==> config.mk <==
export PLATFORM = sky130hd
export DESIGN_NAME = l2_bus_tx_q_flat
export DESIGN_NICKNAME = d
export VERILOG_FILES = /design/src/rtl/l2_bus_tx_q_if.sv /design/src/rtl/l2_bus_tx_q.sv /design/src/flat_wrapper.sv
export SDC_FILE = /design/constraint.sdc
export NUM_CORES = 2
export LEC_CHECK = 0
export CAP_MARGIN = 20
export CORE_MARGIN = 1
export CORE_UTILIZATION = 40
export CTS_CLUSTER_DIAMETER = 80
export DETAILED_ROUTE_END_ITERATION = 8
export DONT_BUFFER_PORTS = 1
export SETUP_SLACK_MARGIN = 0.5
export SLEW_MARGIN = 10
export SYNTH_ARGS = -nofsm -noshare
export SYNTH_HDL_FRONTEND = slang
export SYNTH_SLANG_ARGS = --single-unit
==> constraint.sdc <==
create_clock -name clk -period 8.55 [get_ports clk]
set_input_delay 2.1375 -clock clk [delete_from_list [all_inputs] [get_ports clk]]
set_output_delay 2.1375 -clock clk [all_outputs]
set_load 0.05 [all_outputs]
==> src/rtl/l2_bus_tx_q_if.sv <==
// Bundle of l2data/l2tag/bus signals seen by the L2 bus transmitter.
//   master : view used by l2_bus_tx_q (drives the bus command slot)
//   slave  : view used by the surrounding logic (l2data, l2tag, bus fabric)
// Groups: req_* request beats in, snp_* snoop-flush beats in, done_* completion
// out, retire_valid credit return in, bus_* arbitration and slot signals.
interface l2_bus_tx_q_if #(
  parameter int unsigned DATA_W = 64,
  parameter int unsigned TAG_W  = 3
);
  logic              req_valid;
  logic [2:0]        req_cmd;
  logic [25:0]       req_addr;
  logic [DATA_W-1:0] req_data;
  logic              req_ready;

  logic              snp_valid;
  logic [4:0]        snp_tag;
  logic [25:0]       snp_addr;
  logic [DATA_W-1:0] snp_data;
  logic              snp_ready;

  logic              done_valid;
  logic [TAG_W-1:0]  done_tag;
  logic              retire_valid;

  logic              bus_req;
  logic              bus_grant;
  logic [2:0]        bus_cmd_o;
  logic [4:0]        bus_tag_o;
  logic [25:0]       bus_addr_o;
  logic [DATA_W-1:0] bus_data_o;
  logic              bus_valid;
  logic              bus_nack;
  logic [2:0]        bus_cmd;
  logic [4:0]        bus_tag;
  logic [25:0]       bus_addr;

  modport master (
    input  req_valid, req_cmd, req_addr, req_data,
    output req_ready,
    input  snp_valid, snp_tag, snp_addr, snp_data,
    output snp_ready,
    output done_valid, done_tag,
    input  retire_valid,
    output bus_req, bus_cmd_o, bus_tag_o, bus_addr_o, bus_data_o,
    input  bus_grant, bus_valid, bus_nack, bus_cmd, bus_tag, bus_addr
  );

  modport slave (
    output req_valid, req_cmd, req_addr, req_data,
    input  req_ready,
    output snp_valid, snp_tag, snp_addr, snp_data,
    input  snp_ready,
    input  done_valid, done_tag,
    output retire_valid,
    input  bus_req, bus_cmd_o, bus_tag_o, bus_addr_o, bus_data_o,
    output bus_grant, bus_valid, bus_nack, bus_cmd, bus_tag, bus_addr
  );
endinterface

==> src/rtl/l2_bus_tx_q.sv <==
// L2 bus transmitter: buffers one miss/upgrade/writeback request and up to
// SNOOP_DEPTH snoop-flush lines, arbitrates for the slotted shared bus and
// drives the command slot it wins. Nacked requests are retried; request tags
// are allocated under a credit limit returned by l2tag.
// Ports:
//   clk, rst : clock, synchronous active-high reset
//   bus      : l2_bus_tx_q_if.master (request/snoop fill, completion, credit
//              return, bus request/grant, driven slot, observed slot)
// Bus command encoding: 0 none, 1 BUSRD, 2 BUSRDX, 3 BUSUPGR, 4 FLUSH.
module l2_bus_tx_q #(
  parameter int unsigned DATA_W      = 64,
  parameter int unsigned BEATS       = 8,
  parameter int unsigned TAG_W       = 3,
  parameter int unsigned SNOOP_DEPTH = 2,
  parameter logic [1:0]  BUS_ID      = 2'd1
) (
  input  logic           clk,
  input  logic           rst,
  l2_bus_tx_q_if.master  bus
);
  localparam logic [2:0] CMD_NONE    = 3'd0;
  localparam logic [2:0] CMD_BUSRD   = 3'd1;
  localparam logic [2:0] CMD_BUSRDX  = 3'd2;
  localparam logic [2:0] CMD_BUSUPGR = 3'd3;
  localparam logic [2:0] CMD_FLUSH   = 3'd4;

  localparam int unsigned CNT_W = $clog2(BEATS);
  localparam int unsigned PTR_W = (SNOOP_DEPTH > 1) ? $clog2(SNOOP_DEPTH) : 1;
  localparam int unsigned OCC_W = $clog2(SNOOP_DEPTH + 1);

  localparam int unsigned LAST_I  = BEATS - 1;
  localparam int unsigned DLAST_I = SNOOP_DEPTH - 1;
  localparam int unsigned DEPTH_I = SNOOP_DEPTH;
  localparam int unsigned CRED_I  = 1 << TAG_W;
  localparam logic [CNT_W-1:0] SLOT_LAST = LAST_I[CNT_W-1:0];
  localparam logic [PTR_W-1:0] PTR_LAST  = DLAST_I[PTR_W-1:0];
  localparam logic [OCC_W-1:0] OCC_FULL  = DEPTH_I[OCC_W-1:0];
  localparam logic [TAG_W:0]   CRED_MAX  = CRED_I[TAG_W:0];

  typedef enum logic [1:0] {REQ_EMPTY, REQ_FILL, REQ_FULL} req_state_e;
  typedef enum logic [1:0] {OWN_NONE, OWN_REQ, OWN_SNP} own_e;

  logic [CNT_W-1:0]  slot_cnt;
  logic [CNT_W-1:0]  nxt_idx;
  logic              slot_last;

  req_state_e        req_state;
  logic [2:0]        req_cmd_q;
  logic [25:0]       req_addr_q;
  logic [CNT_W-1:0]  req_idx;
  logic [DATA_W-1:0] req_line [BEATS];

  logic [4:0]        snp_tag_q  [SNOOP_DEPTH];
  logic [25:0]       snp_addr_q [SNOOP_DEPTH];
  logic [DATA_W-1:0] snp_line   [SNOOP_DEPTH][BEATS];
  logic [PTR_W-1:0]  snp_wr, snp_rd;
  logic [OCC_W-1:0]  snp_cnt;
  logic [CNT_W-1:0]  snp_idx;

  logic [TAG_W-1:0]  tag_ctr;
  logic [TAG_W:0]    credits;
  own_e              own, own_nxt;

  logic              done_valid_q;
  logic [TAG_W-1:0]  done_tag_q;
  logic [2:0]        bus_cmd_q, cmd_nxt;
  logic [4:0]        bus_tag_q, tag_nxt;
  logic [25:0]       bus_addr_q, addr_nxt;
  logic [DATA_W-1:0] bus_data_q, data_nxt;

  logic req_ready, snp_ready, req_acc, snp_acc, snp_push, snp_pop;
  logic req_elig, snp_elig, win_req, win_snp, req_done, upgr_hit;
  logic credit_inc;
  logic [2:0] req_cmd_eff;

  assign slot_last = (slot_cnt == SLOT_LAST);
  assign nxt_idx   = slot_cnt + 1'b1;

  assign req_ready = (req_state != REQ_FULL);
  assign snp_ready = (snp_cnt != OCC_FULL);
  assign req_acc   = bus.req_valid && req_ready;
  assign snp_acc   = bus.snp_valid && snp_ready;
  assign snp_push  = snp_acc && (snp_idx == SLOT_LAST);
  assign snp_pop   = slot_last && (own == OWN_SNP);

  // A source that owns the current slot does not compete for the next one;
  // a nacked request therefore re-arbitrates one slot later.
  assign req_elig  = (req_state == REQ_FULL) && (credits != '0) && (own != OWN_REQ);
  assign snp_elig  = (snp_cnt != '0) && (own != OWN_SNP);
  assign win_snp   = slot_last && bus.bus_grant && snp_elig;
  assign win_req   = slot_last && bus.bus_grant && !snp_elig && req_elig;
  assign req_done  = slot_last && (own == OWN_REQ) && !bus.bus_nack;
  assign credit_inc = bus.retire_valid && (credits != CRED_MAX);

  // Another unit's unnacked upgrade/read-exclusive to our line invalidates our
  // copy, so a pending upgrade must fetch the line instead.
  assign upgr_hit = (req_state == REQ_FULL) && (req_cmd_q == CMD_BUSUPGR) &&
                    (own != OWN_REQ) && bus.bus_valid && !bus.bus_nack &&
                    (bus.bus_addr == req_addr_q) &&
                    ((bus.bus_cmd == CMD_BUSUPGR) || (bus.bus_cmd == CMD_BUSRDX)) &&
                    (bus.bus_tag[4:3] != BUS_ID);
  assign req_cmd_eff = upgr_hit ? CMD_BUSRDX : req_cmd_q;

  // Slot outputs are registered: the data register is loaded one cycle
  // ahead with the beat for the upcoming slot position.
  always_comb begin
    own_nxt  = own;
    cmd_nxt  = bus_cmd_q;
    tag_nxt  = bus_tag_q;
    addr_nxt = bus_addr_q;
    if (slot_last) begin
      own_nxt  = OWN_NONE;
      cmd_nxt  = CMD_NONE;
      tag_nxt  = '0;
      addr_nxt = '0;
      if (win_snp) begin
        own_nxt  = OWN_SNP;
        cmd_nxt  = CMD_FLUSH;
        tag_nxt  = snp_tag_q[snp_rd];
        addr_nxt = snp_addr_q[snp_rd];
      end else if (win_req) begin
        own_nxt  = OWN_REQ;
        cmd_nxt  = req_cmd_eff;
        tag_nxt  = {BUS_ID, 3'(tag_ctr)};
        addr_nxt = req_addr_q;
      end
    end
    data_nxt = '0;
    if (cmd_nxt == CMD_FLUSH) begin
      if (own_nxt == OWN_SNP) data_nxt = snp_line[snp_rd][nxt_idx];
      else if (own_nxt == OWN_REQ) data_nxt = req_line[nxt_idx];
    end
  end

  always_ff @(posedge clk) begin
    if (rst) begin
      slot_cnt     <= '0;
      req_state    <= REQ_EMPTY;
      req_cmd_q    <= CMD_NONE;
      req_addr_q   <= '0;
      req_idx      <= '0;
      snp_wr       <= '0;
      snp_rd       <= '0;
      snp_cnt      <= '0;
      snp_idx      <= '0;
      tag_ctr      <= '0;
      credits      <= CRED_MAX;
      own          <= OWN_NONE;
      done_valid_q <= 1'b0;
      done_tag_q   <= '0;
      bus_cmd_q    <= CMD_NONE;
      bus_tag_q    <= '0;
      bus_addr_q   <= '0;
      bus_data_q   <= '0;
    end else begin
      slot_cnt <= nxt_idx;

      case (req_state)
        REQ_EMPTY: begin
          if (bus.req_valid) begin
            req_cmd_q  <= bus.req_cmd;
            req_addr_q <= bus.req_addr;
            if (bus.req_cmd == CMD_FLUSH) begin
              req_idx   <= req_idx + 1'b1;
              req_state <= REQ_FILL;
            end else begin
              req_state <= REQ_FULL;
            end
          end
        end
        REQ_FILL: begin
          if (bus.req_valid) begin
            req_idx <= req_idx + 1'b1;
            if (req_idx == SLOT_LAST) req_state <= REQ_FULL;
          end
        end
        REQ_FULL: begin
          if (req_done) req_state <= REQ_EMPTY;
          else if (upgr_hit) req_cmd_q <= CMD_BUSRDX;
        end
        default: req_state <= REQ_EMPTY;
      endcase

      if (snp_acc) snp_idx <= snp_idx + 1'b1;
      if (snp_push) snp_wr <= (snp_wr == PTR_LAST) ? '0 : snp_wr + 1'b1;
      if (snp_pop)  snp_rd <= (snp_rd == PTR_LAST) ? '0 : snp_rd + 1'b1;
      if (snp_push && !snp_pop) snp_cnt <= snp_cnt + 1'b1;
      else if (snp_pop && !snp_push) snp_cnt <= snp_cnt - 1'b1;

      done_valid_q <= req_done;
      if (req_done) begin
        done_tag_q <= tag_ctr;
        tag_ctr    <= tag_ctr + 1'b1;
      end
      if (req_done && !bus.retire_valid) credits <= credits - 1'b1;
      else if (credit_inc && !req_done) credits <= credits + 1'b1;

      own        <= own_nxt;
      bus_cmd_q  <= cmd_nxt;
      bus_tag_q  <= tag_nxt;
      bus_addr_q <= addr_nxt;
      bus_data_q <= data_nxt;
    end
  end

  // Line storage needs no reset: validity is tracked by the state above.
  always_ff @(posedge clk) begin
    if (req_acc) req_line[req_idx] <= bus.req_data;
    if (snp_acc) begin
      snp_line[snp_wr][snp_idx] <= bus.snp_data;
      if (snp_idx == '0) begin
        snp_tag_q[snp_wr]  <= bus.snp_tag;
        snp_addr_q[snp_wr] <= bus.snp_addr;
      end
    end
  end

  assign bus.req_ready  = req_ready;
  assign bus.snp_ready  = snp_ready;
  assign bus.done_valid = done_valid_q;
  assign bus.done_tag   = done_tag_q;
  assign bus.bus_req    = req_elig || snp_elig;
  assign bus.bus_cmd_o  = bus_cmd_q;
  assign bus.bus_tag_o  = bus_tag_q;
  assign bus.bus_addr_o = bus_addr_q;
  assign bus.bus_data_o = bus_data_q;
endmodule
==> src/flat_wrapper.sv <==
// flat-port wrapper written by rule: the top's interface ports become plain ports
module l2_bus_tx_q_flat 
#(
  parameter int unsigned DATA_W      = 64,
  parameter int unsigned BEATS       = 8,
  parameter int unsigned TAG_W       = 3,
  parameter int unsigned SNOOP_DEPTH = 2,
  parameter logic [1:0]  BUS_ID      = 2'd1
)
  (clk, rst, bus_req_valid, bus_req_cmd, bus_req_addr, bus_req_data, bus_req_ready, bus_snp_valid, bus_snp_tag, bus_snp_addr, bus_snp_data, bus_snp_ready, bus_done_valid, bus_done_tag, bus_retire_valid, bus_bus_req, bus_bus_cmd_o, bus_bus_tag_o, bus_bus_addr_o, bus_bus_data_o, bus_bus_grant, bus_bus_valid, bus_bus_nack, bus_bus_cmd, bus_bus_tag, bus_bus_addr);
  l2_bus_tx_q_if #(.DATA_W(DATA_W), .TAG_W(TAG_W)) bus_i ();
  input  logic clk;
  input  logic rst;
  input wire logic [$bits(bus_i.req_valid)-1:0] bus_req_valid;
  input wire logic [$bits(bus_i.req_cmd)-1:0] bus_req_cmd;
  input wire logic [$bits(bus_i.req_addr)-1:0] bus_req_addr;
  input wire logic [$bits(bus_i.req_data)-1:0] bus_req_data;
  output wire logic [$bits(bus_i.req_ready)-1:0] bus_req_ready;
  input wire logic [$bits(bus_i.snp_valid)-1:0] bus_snp_valid;
  input wire logic [$bits(bus_i.snp_tag)-1:0] bus_snp_tag;
  input wire logic [$bits(bus_i.snp_addr)-1:0] bus_snp_addr;
  input wire logic [$bits(bus_i.snp_data)-1:0] bus_snp_data;
  output wire logic [$bits(bus_i.snp_ready)-1:0] bus_snp_ready;
  output wire logic [$bits(bus_i.done_valid)-1:0] bus_done_valid;
  output wire logic [$bits(bus_i.done_tag)-1:0] bus_done_tag;
  input wire logic [$bits(bus_i.retire_valid)-1:0] bus_retire_valid;
  output wire logic [$bits(bus_i.bus_req)-1:0] bus_bus_req;
  output wire logic [$bits(bus_i.bus_cmd_o)-1:0] bus_bus_cmd_o;
  output wire logic [$bits(bus_i.bus_tag_o)-1:0] bus_bus_tag_o;
  output wire logic [$bits(bus_i.bus_addr_o)-1:0] bus_bus_addr_o;
  output wire logic [$bits(bus_i.bus_data_o)-1:0] bus_bus_data_o;
  input wire logic [$bits(bus_i.bus_grant)-1:0] bus_bus_grant;
  input wire logic [$bits(bus_i.bus_valid)-1:0] bus_bus_valid;
  input wire logic [$bits(bus_i.bus_nack)-1:0] bus_bus_nack;
  input wire logic [$bits(bus_i.bus_cmd)-1:0] bus_bus_cmd;
  input wire logic [$bits(bus_i.bus_tag)-1:0] bus_bus_tag;
  input wire logic [$bits(bus_i.bus_addr)-1:0] bus_bus_addr;
  assign bus_i.req_valid = bus_req_valid;
  assign bus_i.req_cmd = bus_req_cmd;
  assign bus_i.req_addr = bus_req_addr;
  assign bus_i.req_data = bus_req_data;
  assign bus_req_ready = bus_i.req_ready;
  assign bus_i.snp_valid = bus_snp_valid;
  assign bus_i.snp_tag = bus_snp_tag;
  assign bus_i.snp_addr = bus_snp_addr;
  assign bus_i.snp_data = bus_snp_data;
  assign bus_snp_ready = bus_i.snp_ready;
  assign bus_done_valid = bus_i.done_valid;
  assign bus_done_tag = bus_i.done_tag;
  assign bus_i.retire_valid = bus_retire_valid;
  assign bus_bus_req = bus_i.bus_req;
  assign bus_bus_cmd_o = bus_i.bus_cmd_o;
  assign bus_bus_tag_o = bus_i.bus_tag_o;
  assign bus_bus_addr_o = bus_i.bus_addr_o;
  assign bus_bus_data_o = bus_i.bus_data_o;
  assign bus_i.bus_grant = bus_bus_grant;
  assign bus_i.bus_valid = bus_bus_valid;
  assign bus_i.bus_nack = bus_bus_nack;
  assign bus_i.bus_cmd = bus_bus_cmd;
  assign bus_i.bus_tag = bus_bus_tag;
  assign bus_i.bus_addr = bus_bus_addr;
  l2_bus_tx_q #(.DATA_W(DATA_W), .BEATS(BEATS), .TAG_W(TAG_W), .SNOOP_DEPTH(SNOOP_DEPTH), .BUS_ID(BUS_ID)) u_core (.clk(clk), .rst(rst), .bus(bus_i));
endmodule
==> qor.csv <==
metric;value;unit
worst-margin pin slew;1.12;ns
placed cell area;68900;um^2
Ant. Diodes;0;
Switch Pwr;3.82;mW
ys flop type;edfxtp_1;
Yosys reg bits;1754;
Mapped Cells;3168;
Clock Skew;0.0431;ns
slew margin rel.;25.5;%
final wirelength;164;mm
area taken by multi-input logic gates;14400;um^2
Avg Cell Area, Syn;20.8;um^2
Vias;31400;
sequential area share after synthesis;77.4;%
Fin. Hold Viols;0;
vias in the first global route;32400;
Crit Path Category;register to output pin;
Slew Limit Fails;0;
Initial Util;40.4;%
Global Route Usage Sum;19.7;%
Switching Fraction;21.1;%
CTS resizes;0;
combinational power share;4.4;%
clock network fraction of total power;43.1;%
grt ovf;0;
HPWL after detailed placement;88.4;mm
Top Ports;335;
WP data arrival;2.87;ns
Max-Cap Viols;0;
clock latency on the worst-skew pair;0.83;ns
placer's final routability congestion estimate;0.812;
CTS tree;yes;
Final Instance Area;74900;um^2
register share of total power;52.5;%
layout cells sized above 1;23.7;%
die footprint;167000;um^2
post-layout power;18.1;mW
Storage cell area;51100;um^2
CP required;6.41;ns
first-pass GRT wire length;235;mm
TritonCTS Buffers;183;
initial antenna violation count;6;
H-tree depth;4;
beginning of the critical path;u_core.req_state[1];
Syn-to-layout area delta;13.5;%
hold_sp;u_core.req_state[1];
Pleak;23.3;nW
Yosys warning total;0;
crit path capture type;output pin;
Post-CTS Hold Buffers;0;
CTS sink cnt;1754;
Buffers on Ports;0;
Post-synth EDFFs;1598;
Final Non-Filler Cells;5582;
Max IR drop VDD;0.214;mV
post-synthesis cell area;66000;um^2
syn_nets;3410;
worst hold path type;register to register;
postcts setup bufs;0;
Iter 0 DRT Violations;3295;
Vias per Instance;5.62;
final worst setup slack;3.54;ns
DRC violations left;0;
WL/cell;29.4;um
count of cell types in the netlist;49;
Setup Viol. Count Final;0;
Die Span Y;408;um
largest net degree at the start of global routing;129;
Fillers;13600;
f_max;200;MHz
Die X;408;um
clk buf depth;3;
dpl cells;5237;
status;finished clean;
Initial DRT Pass Iterations;6;
Critical Path Fanout Max;7;
setup TNS;0;ns
RSZ-0062 raised after global routing;no;
Routed Antenna Nets;0;
nets;3490;
fraction of registers with async set or reset after synthesis;0;%
Reg clk slew, reported paths;0.06;ns
P_int;14.3;mW
Final Cycle Share;58.6;%
core area;163000;um^2
r2r startpoint;u_core.slot_cnt[0];
Period minus WS final;5.01;ns
row count;148;
Setup WS pre-CTS;3.31;ns
Power Density;242;nW/um^2
Setup crit start kind;register;
root buffer cell;clkbuf_16;
## power groups by stage
| stage | clock network, mW | logic (mW) | registers (mW) |
|---|---|---|---|
| finish | 7.82 | 0.795 | 9.52 |
| global route | 8.30 | 0.851 | 9.52 |
| CTS | 7.97 | 0.806 | 9.52 |
| detailed placement | 0 | 0.804 | 9.70 |
| global placement | 0 | 0.802 | 9.70 |
| floorplan | 0 | 0.575 | 9.69 |
## cell usage after synthesis, types with 2 or more instances
library cell	count	area share, %
edfxtp_1	1598	73
mux4_2	384	13
dfxtp_1	156	4.7
nand2_1	141	0.80
mux2i_1	132	2.0
clkbuf_1	119	0.68
a21oi_1	108	0.82
nor2_1	79	0.45
o21ai_0	67	0.51
and3_1	66	0.63
o211ai_1	64	0.73
buf_1	48	0.27
mux2_2	31	0.53
a222oi_1	29	0.44
xnor2_1	28	0.37
nor3_1	13	0.099
ha_1	11	0.21
buf_2	10	0.076
nand3_1	9	0.068
nor2b_1	9	0.085
inv_1	8	0.045
nand2b_1	7	0.066
nand4_1	7	0.066
xor2_1	7	0.093
clkbuf_2	6	0.045
a211oi_1	2	0.023
a21o_1	2	0.023
a22oi_1	2	0.023
and2_1	2	0.019
nand3b_1	2	0.023
o32ai_1	2	0.027
or2_2	2	0.019
## cell type report
class / count / area share, %
Clock inverter: 96 / 1.14
Inverter: 9 / 0.0451
Sequential cell: 1754 / 68.2
Timing Repair Buffer: 78 / 0.898
Tap cell: 2175 / 3.63
Clock buffer: 248 / 6.84
Multi-Input combinational cell: 1222 / 19.2
## layer usage
| metal | up-vias | share of wire (%) | GRT usage (%) |
|---|---|---|---|
| met5 | - | 0 | 0 |
| met4 | 0 | 2.0 | 5.06 |
| met3 | 200 | 8.5 | 5.83 |
| met2 | 1059 | 48 | 31.9 |
| met1 | 16900 | 41 | 26.0 |
| li1 | 13200 | - | - |
## cell usage in the layout, fill, tap and decap left out, types with 19 or more instances in the layout
cell type     n
nand2_1     141
edfxtp_1   1598
mux2_2       31
o211ai_1     64
a21oi_1     107
nor2_1       60
clkinv_1     33
mux4_2      384
o21ai_0      67
mux2i_1     132
clkbuf_8     22
dfxtp_1     154
and3_1       66
xnor2_1      28
clkbuf_1     39
clkinv_2     35
clkbuf_16   187
a222oi_1     29
nor2_4       19
buf_4        71
## through the flow
stage / hold WS, ns / util, %
finish: 0.468 / 45.9
floorplan: 0.429 / -
global route: 0.493 / 45.9
CTS: 0.466 / 45.9
detailed placement: 0.461 / 42.2
global placement: 0.447 / 42.2
## sequential cells by signal (all words and copies together) (netlist names), 4 cells and up, named ones only
name                   flops
u_core.credits             4
u_core.bus.bus_tag_o       5
u_core.req_addr_q         26
u_core.req_line          512
u_core.snp_line         1024
u_core.snp_addr_q         52
u_core.bus.bus_data_o     64
u_core.snp_tag_q          10
u_core.bus.bus_addr_o     26
## worst paths after layout
check	end	slack [ns]	cells after the start
setup reg to reg	u_core.bus.bus_data_o[37]	4.55	10
hold reg to reg	u_core.req_state[0]	0.47	1
setup / recovery	bus_bus_req	3.54	4
hold / removal	u_core.req_state[0]	0.47	1
## critical path, stage by stage (launching register included)
cell	delay [ns]
dfxtp_1	0.36
nor2b_1	0.46
and2_1	0.23
nand2_1	0.06
a22oi_1	0.94
## logic make-up (layout without fill, tap and decap cells)
family,after synthesis,count (layout),share of synthesized area [%]
AOI/OAI and AO/OA,283,283,2.70
xor gates and xnor gates,35,35,0.464
adders and majority gates,12,12,0.239
buffers and inverters,192,431,1.12
DFF,1754,1754,77.4
muxes,547,547,15.6
and+or+nand+nor,345,345,2.42
(Power assumes the default switching activity.)
